**config.mk**
```make
export PLATFORM = sky130hd
export DESIGN_NAME = rsa_run_controller
export DESIGN_NICKNAME = d
export VERILOG_FILES = /design/src/rtl/rsa_run_controller.sv
export SDC_FILE = /design/constraint.sdc
export NUM_CORES = 1
export LEC_CHECK = 0
export ABC_AREA = 1
export BUFFER_PORTS_ARGS = -buffer_cell sky130_fd_sc_hd__buf_2
export CORE_UTILIZATION = 55
export DETAILED_ROUTE_END_ITERATION = 12
export HOLD_SLACK_MARGIN = 0.03
export PLACE_DENSITY_LB_ADDON = 0.08
export REMOVE_ABC_BUFFERS = 1
export SYNTH_ARGS = -nofsm -noshare
export SYNTH_HDL_FRONTEND = slang
export SYNTH_SLANG_ARGS = --single-unit
```
**constraint.sdc**
```tcl
create_clock -name clk -period 3.14 [get_ports clk]
set_clock_uncertainty 0.2 [all_clocks]
set_input_delay 0.157 -clock clk [delete_from_list [all_inputs] [get_ports clk]]
set_output_delay 0.157 -clock clk [all_outputs]
set_load 0.005 [all_outputs]
```
**src/rtl/rsa_run_controller.sv**
```systemverilog
// -----------------------------------------------------------------------------
// rsa_run_controller
//
// Sequences one complete run of the RSA pipeline CPU:
//   1. On a rising edge of start, hold the core in reset for RST_CYCLES cycles.
//   2. Release the core and raise cpu_start. Then wait for cpu_end_flag, giving
//      up after TIMEOUT_CYCLES cycles.
//   3. Read RESULT_LEN bytes from data memory starting at RESULT_BASE. Stream
//      each byte to the host over a valid/ready byte interface.
//
// Optional feature (macro RSA_CTRL_CHECKSUM_EN):
//   After the last result byte, one extra byte is presented. It is the XOR of
//   all accepted result bytes.
//
// Ports:
//   clk           system clock, rising edge
//   reset         asynchronous active-low reset
//   start         run request (rising-edge detected)
//   cpu_end_flag  EndFlag from the core, honoured only while the core runs
//   cpu_reset     active-high reset to the core
//   cpu_start     start line to the core
//   mem_rd_en     one-cycle data-memory read strobe
//   mem_addr      data-memory byte address (wraps modulo 2^ADDR_W)
//   mem_rdata     read data, valid READ_LAT cycles after mem_rd_en
//   out_valid     out_byte valid
//   out_ready     consumer accepts out_byte
//   out_byte      streamed result byte
//   busy          run in progress (not IDLE/DONE/ERR)
//   done          run finished and every byte streamed
//   timeout_err   core never raised its end flag
//   byte_count    bytes accepted in the current run
// -----------------------------------------------------------------------------
module rsa_run_controller #(
  parameter int unsigned       ADDR_W         = 16,
  parameter logic [ADDR_W-1:0] RESULT_BASE    = 16'h0400,
  parameter int unsigned       RESULT_LEN     = 64,
  parameter int unsigned       RST_CYCLES     = 2,
  parameter int unsigned       READ_LAT       = 1,
  parameter int unsigned       TIMEOUT_CYCLES = 1000000
) (
  input  logic              clk,
  input  logic              reset,
  input  logic              start,
  input  logic              cpu_end_flag,
  output logic              cpu_reset,
  output logic              cpu_start,
  output logic              mem_rd_en,
  output logic [ADDR_W-1:0] mem_addr,
  input  logic [7:0]        mem_rdata,
  output logic              out_valid,
  input  logic              out_ready,
  output logic [7:0]        out_byte,
  output logic              busy,
  output logic              done,
  output logic              timeout_err,
  output logic [ADDR_W:0]   byte_count
);

  // One shared counter covers the reset hold, the read latency and the
  // run timeout, so it is sized for the largest of the three.
  localparam int unsigned TO_W    = $clog2(TIMEOUT_CYCLES + 1);
  localparam int unsigned AUX_MAX = (RST_CYCLES > READ_LAT) ? RST_CYCLES : READ_LAT;
  localparam int unsigned AUX_W   = $clog2(AUX_MAX + 1);
  localparam int unsigned CNT_W   = (TO_W > AUX_W) ? TO_W : AUX_W;

  localparam logic [CNT_W-1:0] RST_LAST = CNT_W'(RST_CYCLES - 1);
  localparam logic [CNT_W-1:0] LAT_LAST = CNT_W'(READ_LAT - 1);
  localparam logic [CNT_W-1:0] TO_LIMIT = CNT_W'(TIMEOUT_CYCLES);
  localparam logic [ADDR_W:0]  LEN_LAST = (ADDR_W+1)'(RESULT_LEN - 1);

  typedef enum logic [3:0] {
    S_IDLE,
    S_CORE_RST,
    S_RUN,
    S_READ_REQ,
    S_READ_WAIT,
    S_PRESENT,
`ifdef RSA_CTRL_CHECKSUM_EN
    S_CHECKSUM,
`endif
    S_DONE,
    S_ERR
  } state_t;

  state_t            state_q, state_d;
  logic              start_q;
  logic [CNT_W-1:0]  cnt_q, cnt_d;
  logic [ADDR_W-1:0] mem_addr_q, mem_addr_d;
  logic [7:0]        out_byte_q, out_byte_d;
  logic [ADDR_W:0]   byte_count_q, byte_count_d;
`ifdef RSA_CTRL_CHECKSUM_EN
  logic [7:0]        xor_q, xor_d;
`endif

  logic start_edge;
  assign start_edge = start & ~start_q;

  // NOTE: control outputs are decoded from state rather than registered.
  // Because the state register resets asynchronously, out_valid, busy and
  // cpu_reset fall back to their reset values at once when reset asserts.
  always_ff @(posedge clk or negedge reset) begin
    if (!reset) begin
      state_q      <= S_IDLE;
      start_q      <= 1'b0;
      cnt_q        <= '0;
      mem_addr_q   <= '0;
      out_byte_q   <= '0;
      byte_count_q <= '0;
`ifdef RSA_CTRL_CHECKSUM_EN
      xor_q        <= '0;
`endif
    end else begin
      // NOTE: non-blocking assignments keep every register sampling the
      // pre-edge values, independent of statement order.
      state_q      <= state_d;
      start_q      <= start;
      cnt_q        <= cnt_d;
      mem_addr_q   <= mem_addr_d;
      out_byte_q   <= out_byte_d;
      byte_count_q <= byte_count_d;
`ifdef RSA_CTRL_CHECKSUM_EN
      xor_q        <= xor_d;
`endif
    end
  end

  always_comb begin
    // NOTE: every variable driven here gets a default first. This means
    // no path can leave one unassigned and infer a latch.
    state_d      = state_q;
    cnt_d        = cnt_q;
    mem_addr_d   = mem_addr_q;
    out_byte_d   = out_byte_q;
    byte_count_d = byte_count_q;
`ifdef RSA_CTRL_CHECKSUM_EN
    xor_d        = xor_q;
`endif
    cpu_reset    = 1'b1;
    cpu_start    = 1'b0;
    mem_rd_en    = 1'b0;
    out_valid    = 1'b0;
    busy         = 1'b1;
    done         = 1'b0;
    timeout_err  = 1'b0;

    unique case (state_q)
      S_IDLE: busy = 1'b0;

      S_CORE_RST: begin
        if (cnt_q == RST_LAST) begin
          state_d = S_RUN;
          cnt_d   = '0;
        end else begin
          cnt_d = cnt_q + CNT_W'(1);
        end
      end

      S_RUN: begin
        cpu_reset = 1'b0;
        cpu_start = 1'b1;
        cnt_d     = cnt_q + CNT_W'(1);
        // The end flag takes priority over a timeout in the same cycle.
        if (cpu_end_flag) begin
          state_d    = S_READ_REQ;
          mem_addr_d = RESULT_BASE;
        end else if (cnt_d == TO_LIMIT) begin
          state_d = S_ERR;
        end
      end

      S_READ_REQ: begin
        cpu_reset = 1'b0;
        mem_rd_en = 1'b1;
        cnt_d     = '0;
        state_d   = S_READ_WAIT;
      end

      S_READ_WAIT: begin
        cpu_reset = 1'b0;
        if (cnt_q == LAT_LAST) begin
          out_byte_d = mem_rdata;
          state_d    = S_PRESENT;
        end else begin
          cnt_d = cnt_q + CNT_W'(1);
        end
      end

      S_PRESENT: begin
        cpu_reset = 1'b0;
        out_valid = 1'b1;
        if (out_ready) begin
          byte_count_d = byte_count_q + (ADDR_W+1)'(1);
`ifdef RSA_CTRL_CHECKSUM_EN
          xor_d        = xor_q ^ out_byte_q;
`endif
          if (byte_count_q == LEN_LAST) begin
`ifdef RSA_CTRL_CHECKSUM_EN
            out_byte_d = xor_q ^ out_byte_q;
            state_d    = S_CHECKSUM;
`else
            state_d    = S_DONE;
`endif
          end else begin
            mem_addr_d = mem_addr_q + ADDR_W'(1);
            state_d    = S_READ_REQ;
          end
        end
      end

`ifdef RSA_CTRL_CHECKSUM_EN
      S_CHECKSUM: begin
        cpu_reset = 1'b0;
        out_valid = 1'b1;
        if (out_ready) begin
          byte_count_d = byte_count_q + (ADDR_W+1)'(1);
          state_d      = S_DONE;
        end
      end
`endif

      S_DONE: begin
        busy = 1'b0;
        done = 1'b1;
      end

      S_ERR: begin
        busy        = 1'b0;
        timeout_err = 1'b1;
      end

      default: state_d = S_IDLE;
    endcase

    // A new run may only be launched from an idle state. Start edges seen
    // while busy are dropped rather than queued.
    if (!busy && start_edge) begin
      state_d      = S_CORE_RST;
      cnt_d        = '0;
      byte_count_d = '0;
`ifdef RSA_CTRL_CHECKSUM_EN
      xor_d        = '0;
`endif
    end
  end

  assign mem_addr   = mem_addr_q;
  assign out_byte   = out_byte_q;
  assign byte_count = byte_count_q;

endmodule

```
### Word-level counts from Yosys, hierarchy flattened

Index checks and enable logic that the tools add are counted.

* add/subtract/negate cells: 3
* eq/ne operators: 19
* mux-type cells: 26
* bitwise logic cells: 2
* reductions and logical operators: 14

Operator list (count)
* 20-bit case mux with 4 select lines: 1
* 20-bit two-way mux: 3
* 17-bit two-way mux: 3
* 16-bit two-way mux: 3
* 16-bit case mux with 2 select lines: 1
* 4-bit two-way mux: 6
* 4-bit case mux with 6 select lines: 1
* 20-bit by 1-bit adder with 20-bit output, second input constant: 1
* 20-bit by 1-bit equality test with 1-bit output, second input constant: 1
* 20-bit equality test, second input constant: 1
* 20-bit zero test: 1
* 17-bit by 1-bit adder with 17-bit output, second input constant: 1
* 17-bit by 6-bit equality test with 1-bit output, second input constant: 1
* 16-bit by 1-bit adder with 16-bit output, second input constant: 1
* 4-bit by 3-bit equality test with 1-bit output, second input constant: 4
* 3-bit inequality test, second input constant: 4
* 4-bit by 2-bit equality test with 1-bit output, second input constant: 2
* 1-bit two-way mux: 7
* 2-bit inequality test, second input constant: 3
* 2-bit AND reduction: 3
* 2-bit nonzero test: 3
* 5-bit AND reduction: 1
* 5-bit nonzero test: 1
* 4-bit by 1-bit equality test with 1-bit output, second input constant: 1
* 10 further kinds: 10

* bits in registers: 66
* output and inout bits: 48
* logic and storage cells: 70

### Depth between registers and ports, before layout

Gate-level depths: netlist of the first run.

* depth after elaboration: 6
* gate-level depth with buffers: 15

### Least setup slack after synthesis of the first run

OpenSTA, ideal clock, no wires.

* path type: reg2reg
* start point: reg cnt_q[0]
* end point: reg state_q[0]
* library setup time: 0.117 ns
* data arrival time: 1.749 ns
* required time: 2.823 ns
* setup slack: 1.074 ns
* cell stages (with the launch flop): 14
* period minus slack after synthesis: 2.066 ns
* cell sequence: dfrtp_1 > ha_1 > nand2_1 > nor2_2 > nand2_1 > nor2_1 > xor2_1 > nand2_1 > nor2_1 > nand2_1 > nand2_2 > nand2_1 > nand2_1 > nand2_1

* cells in the longest elaborated chain, start to end: 4
* elaborated cells on any way between the ends: 8
* classes of those cells: add/sub: 1; eq/ne: 5; reduce/logical: 2

Ends and longest elaborated chain
* start, declared: line 87 `logic [CNT_W-1:0] cnt_q, cnt_d;`
* start signal, assigned: line 117 `cnt_q <= cnt_d;`
* 20-bit by 1-bit adder with 20-bit output: line 161 `cnt_d = cnt_q + CNT_W'(1);`
* 20-bit equality test: line 166 `end else if (cnt_d == TO_LIMIT) begin`
* 4-bit inequality test (no source line)
* 5-bit AND reduction (no source line) *
* end signal, assigned: line 115 `state_q <= state_d;`
* end, declared: line 85 `state_t state_q, state_d;`

Every way passes the cells marked *; elsewhere a longest branch is shown, timed or not.
A chain may end at the register's enable or synchronous reset.

### Worst setup path after layout of the first run

* start point: reg state_q[0]
* end point: reg byte_count_q[7] (netlist: byte_count[7])

* cells in the longest elaborated chain, start to end: 5
* elaborated cells on any way between the ends: 10
* classes of those cells: eq/ne: 3; mux: 1; reduce/logical: 6

Ends and longest elaborated chain
* 4-bit by 3-bit equality test with 1-bit output or 4-bit zero test (tied branches): line 146 `unique case (state_q)`
* 3-bit OR reduction (no source line)
* 1-bit logical AND: line 236 `if (!busy && start_edge) begin`
* 2-bit nonzero test (no source line)
* 2-bit AND reduction (no source line)
* end signal, assigned: line 120 `byte_count_q <= byte_count_d;`
* end, declared: line 90 `logic [ADDR_W:0] byte_count_q, byte_count_d;`

Parallel ways exist; a longest one is shown, timed or not.

==> impl_metrics.yaml, run 1 <==
cells_and_area:
  num-nets-final: 663
  post-route-cell-area_sq_um: 4780
  antenna_cells: 0
  layoutNonFillerInstCount: 748
  seqCellArea_sq_um: 1630
  drive_gt1_share_pct: 15.9
  fill_cells: 675
  areaGrowthSynthToFinish_pct: 17.0
  multi_input_area_sq_um: 2150
synthesis:
  synth_area_per_cell_sq_um: 7.20
  synthCells: 567
  ys_ff_latch: 65
  yosysWarnings: 0
  syn_area_sq_um: 4090
  yosysSeqAreaShare_pct: 39.8
  synth_cell_types: 36
timing:
  tns_ns: 0
  slew_headroom_pct: 63.6
  slew_viol_final: 0
  worstMarginPinSlew_ns: 0.546
  whs_ns: 0.0398
  period_share_pct: 83.2
  min_period_ns: 2.61
  hold_viol_final: 0
  clock.fmax_ghz: 0.383
  setup_violations: 0
  rsz0062_at_grt: "no"
critical_path:
  worst_setup_path_end_kind: "register"
  cp_max_fo: 13
  regToRegStartpoint: "state_q[0]"
  cp.required_ns: 3.16
  crit_type: "register to register"
  startpoint_type: "register"
  arrival_ns: 2.63
  startpoint: "state_q[0]"
clock_tree:
  clock_sinks: 65
  path_clk_slew_ns: 0.07
  cts_tree: "built"
  post_cts_buffers: 0
  cts_buffers: 9
  cts_root_buf: "clkbuf_8"
  clock_path_buffers: 2
  cts_max_level: 3
  cts_resized: 0
  clk_latency_ns: 0.34
place:
  port_buffers: 60
  dp_hpwl_um: 7480
  place_area_sq_um: 4470
  post-place-cells: 721
  gp_congestion: 0.950
flow_run:
  maxCapViolCount: 0
floorplan:
  die_x_um: 88.2
  rows: 31
  initial_core_util_pct: 56.6
  ios: 61
  die_area_sq_um: 7780
  die_height_um: 88.2
  core_sq_um: 7210
hold_path:
  worstHoldPathType: "input pin to register"
  worstHoldStart: "cpu_end_flag"
global_routing:
  busiest_layer: "met1"
  globalRouteOverflowTotal: 0
  grt.total_usage_pct: 27.4
  use_met2_pct: 39.5
  grt_max_degree: 26
  grt_pass1_vias: 3505
  grt_antenna_before_repair: 0
  use_met3_pct: 5.18
  use_met1_pct: 42.1
  grt_pass1_wl_um: 16500
status:
  run_status: "finished, final reports clean"
power_and_ir_drop:
  leakage_nw: 2.28
  vdd_ir_drop_max_v: 0.000459
  p_per_area_nw_per_um2: 610
detailed_routing:
  drt_iter0_drc: 310
  antenna_left: 0
  routed_wl_um: 10200
  vias: 4056
  viasPerCell: 5.42
  wl_per_cell_um: 13.7
  drc: 0
  drt_first_pass_iters: 5
==> critical path, stage by stage (launching register included) <==
cell and delay (ns):
dfrtp_1 0.46, nor2_1 0.10, nand2_1 0.11, nand2_1 0.11
nor3_4 0.19, nand2_2 0.24, nand2_1 0.38, clkinv_1 0.36
nor4_1 0.27, nor3_1 0.08
==> worst paths after layout <==
check / endpoint / slack, ns / depth (start not counted)
worst max-delay path: byte_count[7] / 0.53 / 9
worst min-delay path: state_q[1] / 0.04 / 5
worst max register to register: byte_count[7] / 0.53 / 9
worst min register to register: out_byte[7] / 0.31 / 1
max in group asynchronous: byte_count[6] / 1.89 / 3
min in group asynchronous: cnt_q[8] / 0.13 / 2
==> power by group <==
part           total [W]  switching, W  internal, W  leakage (nW)
Sequential       0.00111      0.000137     0.000972         0.874
Combinational    0.00109      0.000710     0.000376          1.31
Clock           0.000721      0.000335     0.000386        0.0953
==> Yosys cell counts, drive strengths merged <==
| cell | instances | area, sq um |
|---|---|---|
| a21oi | 8 | 40.0 |
| and3 | 2 | 12.5 |
| buf | 7 | 58.8 |
| clkbuf | 2 | 7.51 |
| clkinv | 1 | 3.75 |
| dfrtp | 65 | 1630 |
| ha | 6 | 75.1 |
| inv | 64 | 243 |
| mux2 | 8 | 90.1 |
| nand2 | 174 | 668 |
| nand3 | 54 | 275 |
| nand3b | 2 | 15.0 |
| nand4 | 14 | 87.6 |
| nor2 | 71 | 298 |
| nor3 | 20 | 111 |
| nor3b | 2 | 15.0 |
| nor4 | 8 | 50.1 |
| o21a | 1 | 7.51 |
| o21ai | 24 | 120 |
| o31ai | 12 | 90.1 |
| or2 | 1 | 6.26 |
| xnor2 | 2 | 17.5 |
| xor2 | 19 | 166 |
==> logic make-up (layout without fill, tap and decap cells) <==
group,after synthesis,count (layout),synth area share (%)
flops,65,65,39.8
mux,8,8,2.21
compound gates,45,45,6.31
xor+xnor,21,21,4.50
simple gates,348,348,37.7
buf+inv,74,156,7.66
fa+ha+maj,6,6,1.84
==> area by class of cell <==
class                           count  area share, %
Clock buffer                       11           2.96
Clock inverter                      5           1.15
Multi-Input combinational cell    428           44.9
Sequential cell                    65           34.0
Inverter                           65           5.16
Tap cell                           99           2.59
Timing Repair Buffer               75           9.21
==> flip-flops by register name, summed over array words and instances, names as in the netlist <==
register	cells
start_q	1
state_q	3
mem_addr	16
byte_count	17
out_byte	8
cnt_q	20
==> routing by layer <==
layer  share of wire, %  vias to the layer above
met5                  0                        -
met4               0.93                        0
met3                6.4                       10
met2                 43                      137
met1                 49                     1907
li1                   -                     2002
==> stage by stage <==
stage	total power [W]	setup slack, ns	util, %
after detailed placement	0.00219	0.579	62.0
after floorplan	0.00182	0.933	-
final	0.00292	0.527	66.3
after global placement	0.00218	0.578	62.0
after CTS	0.00293	0.538	66.3
after global routing	0.00313	0.296	66.3
==> placed cells by master (no fill, tap or decap), types with 14 or more instances in the layout <==
cell type	count
o21ai_0	23
nand3_1	53
nand4_1	14
buf_2	60
nand2_1	170
dfrtp_1	65
inv_1	60
nor3_1	19
nor2_1	66
xor2_1	19
==> what timing repair did <==
action | in CTS | in global routing
hold buffers | 11 | 0
endpoints found under the hold margin | 32 | 0
endpoints found under the setup margin | 0 | 0
Power figures use the tool's default switching activity.
==> run 2: changes to the inputs <==
==> constraint.sdc (replaced) <==
create_clock -name clk -period 2.7 [get_ports clk]
set_clock_uncertainty 0.2 [all_clocks]
set_input_delay 0.135 -clock clk [delete_from_list [all_inputs] [get_ports clk]]
set_output_delay 0.135 -clock clk [all_outputs]
set_load 0.005 [all_outputs]
==> impl_metrics.yaml, run 2 (same netlist as run 1, synthesis figures left out) <==
timing:
  clock.fmax_ghz: 0.423
  tns_ns: 0
  setup_violations: 0
  slew_viol_final: 0
  slew_headroom_pct: 53.3
  worstMarginPinSlew_ns: 0.700
  hold_viol_final: 0
  min_period_ns: 2.36
  period_share_pct: 87.6
  rsz0062_at_grt: "no"
status:
  run_status: "finished, final reports clean"
floorplan:
  die_x_um: 88.2
  initial_core_util_pct: 56.6
  ios: 61
  die_height_um: 88.2
  core_sq_um: 7210
  die_area_sq_um: 7780
  rows: 31
critical_path:
  r2r_end: "cnt_q[5]"
  worstRegToRegCells: 12
  arrival_ns: 2.45
  cp_max_fo: 17
  crit_type: "register to register"
  regToRegStartpoint: "state_q[0]"
  startpoint_type: "register"
  reg2reg_slack_ns: 0.34
  worst_setup_path_end_kind: "register"
  cp.required_ns: 2.79
detailed_routing:
  antenna_left: 0
  vias: 4064
  wl_per_cell_um: 13.4
  routed_wl_um: 10100
  drt_first_pass_iters: 5
  drc: 0
  viasPerCell: 5.40
  drt_iter0_drc: 271
cells_and_area:
  layout_common_cells: "170 x nand2_1, 66 x nor2_1, 65 x dfrtp_1, 60 x inv_1, 60 x buf_2"
  num-nets-final: 668
  post-route-util_pct: 66.9
  antenna_cells: 0
  layoutNonFillerInstCount: 753
  fill_cells: 670
  largest_reg_flops: 20
  drive_gt1_share_pct: 16.5
  areaGrowthSynthToFinish_pct: 18.2
  layout_commonest_cell: "nand2_1"
  largest-register: "cnt_q"
clock_tree:
  cts_max_level: 3
  clock_path_buffers: 2
  cts_buffers: 9
  holdBufCountCts: 12
  post_cts_buffers: 0
  path_clk_slew_ns: 0.08
  cts_tree: "built"
  cts_root_buf: "clkbuf_8"
  clk_latency_ns: 0.34
  clock_sinks: 65
  cts_resized: 0
global_routing:
  grt_pass1_vias: 3722
  grt_antenna_before_repair: 0
  grt.total_usage_pct: 28.0
  grt_pass1_wl_um: 17000
  grt_max_degree: 36
  globalRouteOverflowTotal: 0
power_and_ir_drop:
  p_per_area_nw_per_um2: 706
  vdd_ir_drop_max_v: 0.000609
  leakage_nw: 2.31
place:
  dp_hpwl_um: 7520
  post-place-cells: 725
  port_buffers: 60
  gp_congestion: 0.944
flow_run:
  maxCapViolCount: 0
hold_path:
  worstHoldPathType: "input pin to async pin"
[run 2: cell count changes in the layout (fill, tap and decap cells not counted)]
cell and change:
buf_4 +3, clkinv_4 +1, dlygate4sd3_1 +1, clkinvlp_4 -1, clkbuf_8 +2, clkbuf_1 -1, buf_12 +1, bufinv_16 -1
[run 2: stage by stage]
step,instance area (sq um),total power [W],worst slack [ns],hold slack [ns]
2_1_floorplan,4020,0.00212,0.493,-0.361
3_3_place_gp,4520,0.00259,0.327,0.0212
3_5_place_dp,4520,0.00261,0.334,0.0252
4_1_cts,4830,0.00342,0.324,0.197
5_1_grt,4830,0.00366,0.0470,0.244
6_report,4830,0.00341,0.336,0.159
[run 2: worst max path at each step]
stage,from,end
6_report,state_q[0],cnt_q[5]
5_1_grt,state_q[0],cnt_q[5]
4_1_cts,state_q[0],cnt_q[5]
3_5_place_dp,state_q[0],cnt_q[5]
3_3_place_gp,state_q[0],cnt_q[2]
2_1_floorplan,state_q[1],mem_addr[7]
[run 2: layout make-up]
class / instances / area, sq um / area share, %
Multi-Input combinational cell: 428 / 2150 / 44.5
Sequential cell: 65 / 1630 / 33.7
Clock inverter: 4 / 26.3 / 0.544
Clock buffer: 12 / 165 / 3.42
Inverter: 65 / 246 / 5.11
Tap cell: 99 / 124 / 2.57
Timing Repair Buffer: 80 / 493 / 10.2
[run 2: power breakdown]
part           switching (W)  internal [W]
registers           0.000140       0.00113
clock network       0.000386      0.000407
logic               0.000859      0.000485
total                0.00139       0.00202
[run 2: per-layer routing]
layer / vias to the layer above / track usage [%] / routed length (um)
li1: 2006 / - / -
met2: 156 / 41.2 / 4370
met5: - / 0 / 0
met4: 0 / 5.57 / 66
met1: 1893 / 41.3 / 4900
met3: 9 / 7.92 / 758
[run 2: worst max-delay path, stage by stage (launching register included)]
cell and delay (ns):
dfrtp_1 0.46, nor2_1 0.08, nand2_1 0.10, nand2_1 0.11, nor3_4 0.20, nand2_2 0.18
inv_4 0.17, nor2_2 0.05, nand3_2 0.11, nand2_4 0.15, nor2_8 0.30, nand3_1 0.12
nand2_1 0.08
==> run 3: changes to the inputs <==
--- a/config.mk
+++ b/config.mk
@@ -10,7 +10,7 @@
 export CORE_UTILIZATION = 55
 export DETAILED_ROUTE_END_ITERATION = 12
 export HOLD_SLACK_MARGIN = 0.03
-export PLACE_DENSITY_LB_ADDON = 0.08
+export PLACE_DENSITY = 0.77
 export REMOVE_ABC_BUFFERS = 1
 export SYNTH_ARGS = -nofsm -noshare
 export SYNTH_HDL_FRONTEND = slang
==> impl_metrics.yaml, run 3 (same netlist as run 1, synthesis figures left out) <==
detailed_routing:
  dr_wl_met3_um: 634
  drt_iter0_drc: 242
  antenna_left: 0
  routed_wl_um: 10200
  vias: 4056
  wl_met2_um: 4580
  met1Wirelength_um: 4860
  drt_first_pass_iters: 8
  highest_layer: "met4"
  drc: 2
  viasPerCell: 5.40
  wl_per_cell_um: 13.6
floorplan:
  rows: 31
  core_sq_um: 7210
  initial_core_util_pct: 56.6
  die_area_sq_um: 7780
  die_x_um: 88.2
  ios: 61
  die_height_um: 88.2
status:
  failed_checks: "design-rule violations"
  run_status: "complete, but fails checks"
global_routing:
  grt_pass1_wl_um: 16900
  grt_max_degree: 66
  grt_antenna_before_repair: 0
  globalRouteOverflowTotal: 0
  grt.total_usage_pct: 27.7
  grt_pass1_vias: 3650
cells_and_area:
  layout_commonest_cell: "nand2_1"
  seqCellArea_sq_um: 1630
  num-nets-final: 666
  fill_cells: 622
  multi_input_area_sq_um: 2160
  areaGrowthSynthToFinish_pct: 17.8
  largest_reg_flops: 20
  layoutNonFillerInstCount: 751
  drive_gt1_share_pct: 16.1
  layout_common_cells: "170 x nand2_1, 66 x nor2_1, 65 x dfrtp_1, 60 x inv_1, 60 x buf_2"
  antenna_cells: 0
  largest-register: "cnt_q"
power_and_ir_drop:
  vdd_ir_drop_max_v: 0.000589
  p_per_area_nw_per_um2: 722
  leakage_nw: 2.30
clock_tree:
  cts_root_buf: "clkbuf_8"
  clock_path_buffers: 2
  cts_buffers: 9
  clock_sinks: 65
  cts_tree: "built"
  clk_latency_ns: 0.35
  cts_max_level: 3
  path_clk_slew_ns: 0.08
critical_path:
  crit_type: "register to register"
  arrival_ns: 2.57
  worst_setup_path_end_kind: "register"
  startpoint_type: "register"
  worstRegToRegCells: 12
  cp_max_fo: 23
  cp.required_ns: 2.79
timing:
  tns_ns: 0
  slew_headroom_pct: 44.8
  hold_viol_final: 0
  rsz0062_at_grt: "no"
  slew_viol_final: 0
  clock.fmax_ghz: 0.404
  period_share_pct: 91.7
  worstMarginPinSlew_ns: 0.828
  setup_violations: 0
  min_period_ns: 2.48
place:
  post-place-cells: 722
  gp_congestion: 0.912
  dp_hpwl_um: 7210
  port_buffers: 60
hold_path:
  whs_path_depth: 2
  worstHoldPathType: "input pin to register"
flow_run:
  maxCapViolCount: 0
## run 3: metal layers
| layer | track usage, % | vias up |
|---|---|---|
| li1 | - | 2005 |
| met1 | 41.4 | 1899 |
| met2 | 41.7 | 141 |
| met3 | 3.77 | 11 |
| met4 | 8.50 | 0 |
| met5 | 0 | - |
## run 3: cell type report
| type | instances | share of cell area (%) |
|---|---|---|
| inverters | 65 | 5.12 |
| clock inverters | 6 | 1.40 |
| well taps | 99 | 2.57 |
| clock buffers | 10 | 2.65 |
| flip-flops and latches | 65 | 33.8 |
| repair buffers | 77 | 9.52 |
| multi-input cells | 429 | 44.9 |
## run 3: repair_timing
item / CTS / global route
hold buffers: 12 / 0
buffers inserted: 0 / 0
gates resized for setup: 0 / 1
endpoints found under the hold margin: 81 / 0
endpoints found under the setup margin: 0 / 16
## run 3: stage by stage
step                      cell area (sq um)  worst slack (ns)  hold WS, ns  utilization [%]  total power, W
final                                  4810             0.224        0.251             66.7         0.00348
after global routing                   4810            0.0560        0.256             66.7         0.00370
after CTS                              4800             0.181        0.242             66.5         0.00343
after detailed placement               4480             0.201       0.0596             62.1         0.00257
after global placement                 4480             0.237       0.0572             62.1         0.00254
after floorplan                        4020             0.493       -0.361                -         0.00212
## run 3: worst max-delay path, cell delays in order, from the launching register on
cell     delay (ns)
dfrtp_1        0.46
nor2_1         0.09
nand2_1        0.11
nand2_1        0.13
nor3_4         0.23
nand2_4        0.18
inv_4          0.16
nor2_2         0.05
nand3_2        0.11
nand2_4        0.20
nor2_4         0.32
nand2_1        0.10
nand2_1        0.08
## run 3: final timing paths
path                              from          end  slack, ns
max in group asynchronous        reset   state_q[1]       1.45
max reg2reg                 state_q[0]     cnt_q[4]       0.22
min                              start      start_q       0.25
max                         state_q[0]     cnt_q[4]       0.22
min reg2reg                out_byte[0]  out_byte[0]       0.32
min in group asynchronous        reset     cnt_q[7]       0.27
## run 3: power by group
| group | leakage (nW) | switching [W] | internal, W | total [W] |
|---|---|---|---|---|
| Clock | 0.0929 | 0.000405 | 0.000430 | 0.000835 |
| Sequential | 0.874 | 0.000146 | 0.00113 | 0.00128 |
| Combinational | 1.33 | 0.000899 | 0.000466 | 0.00137 |
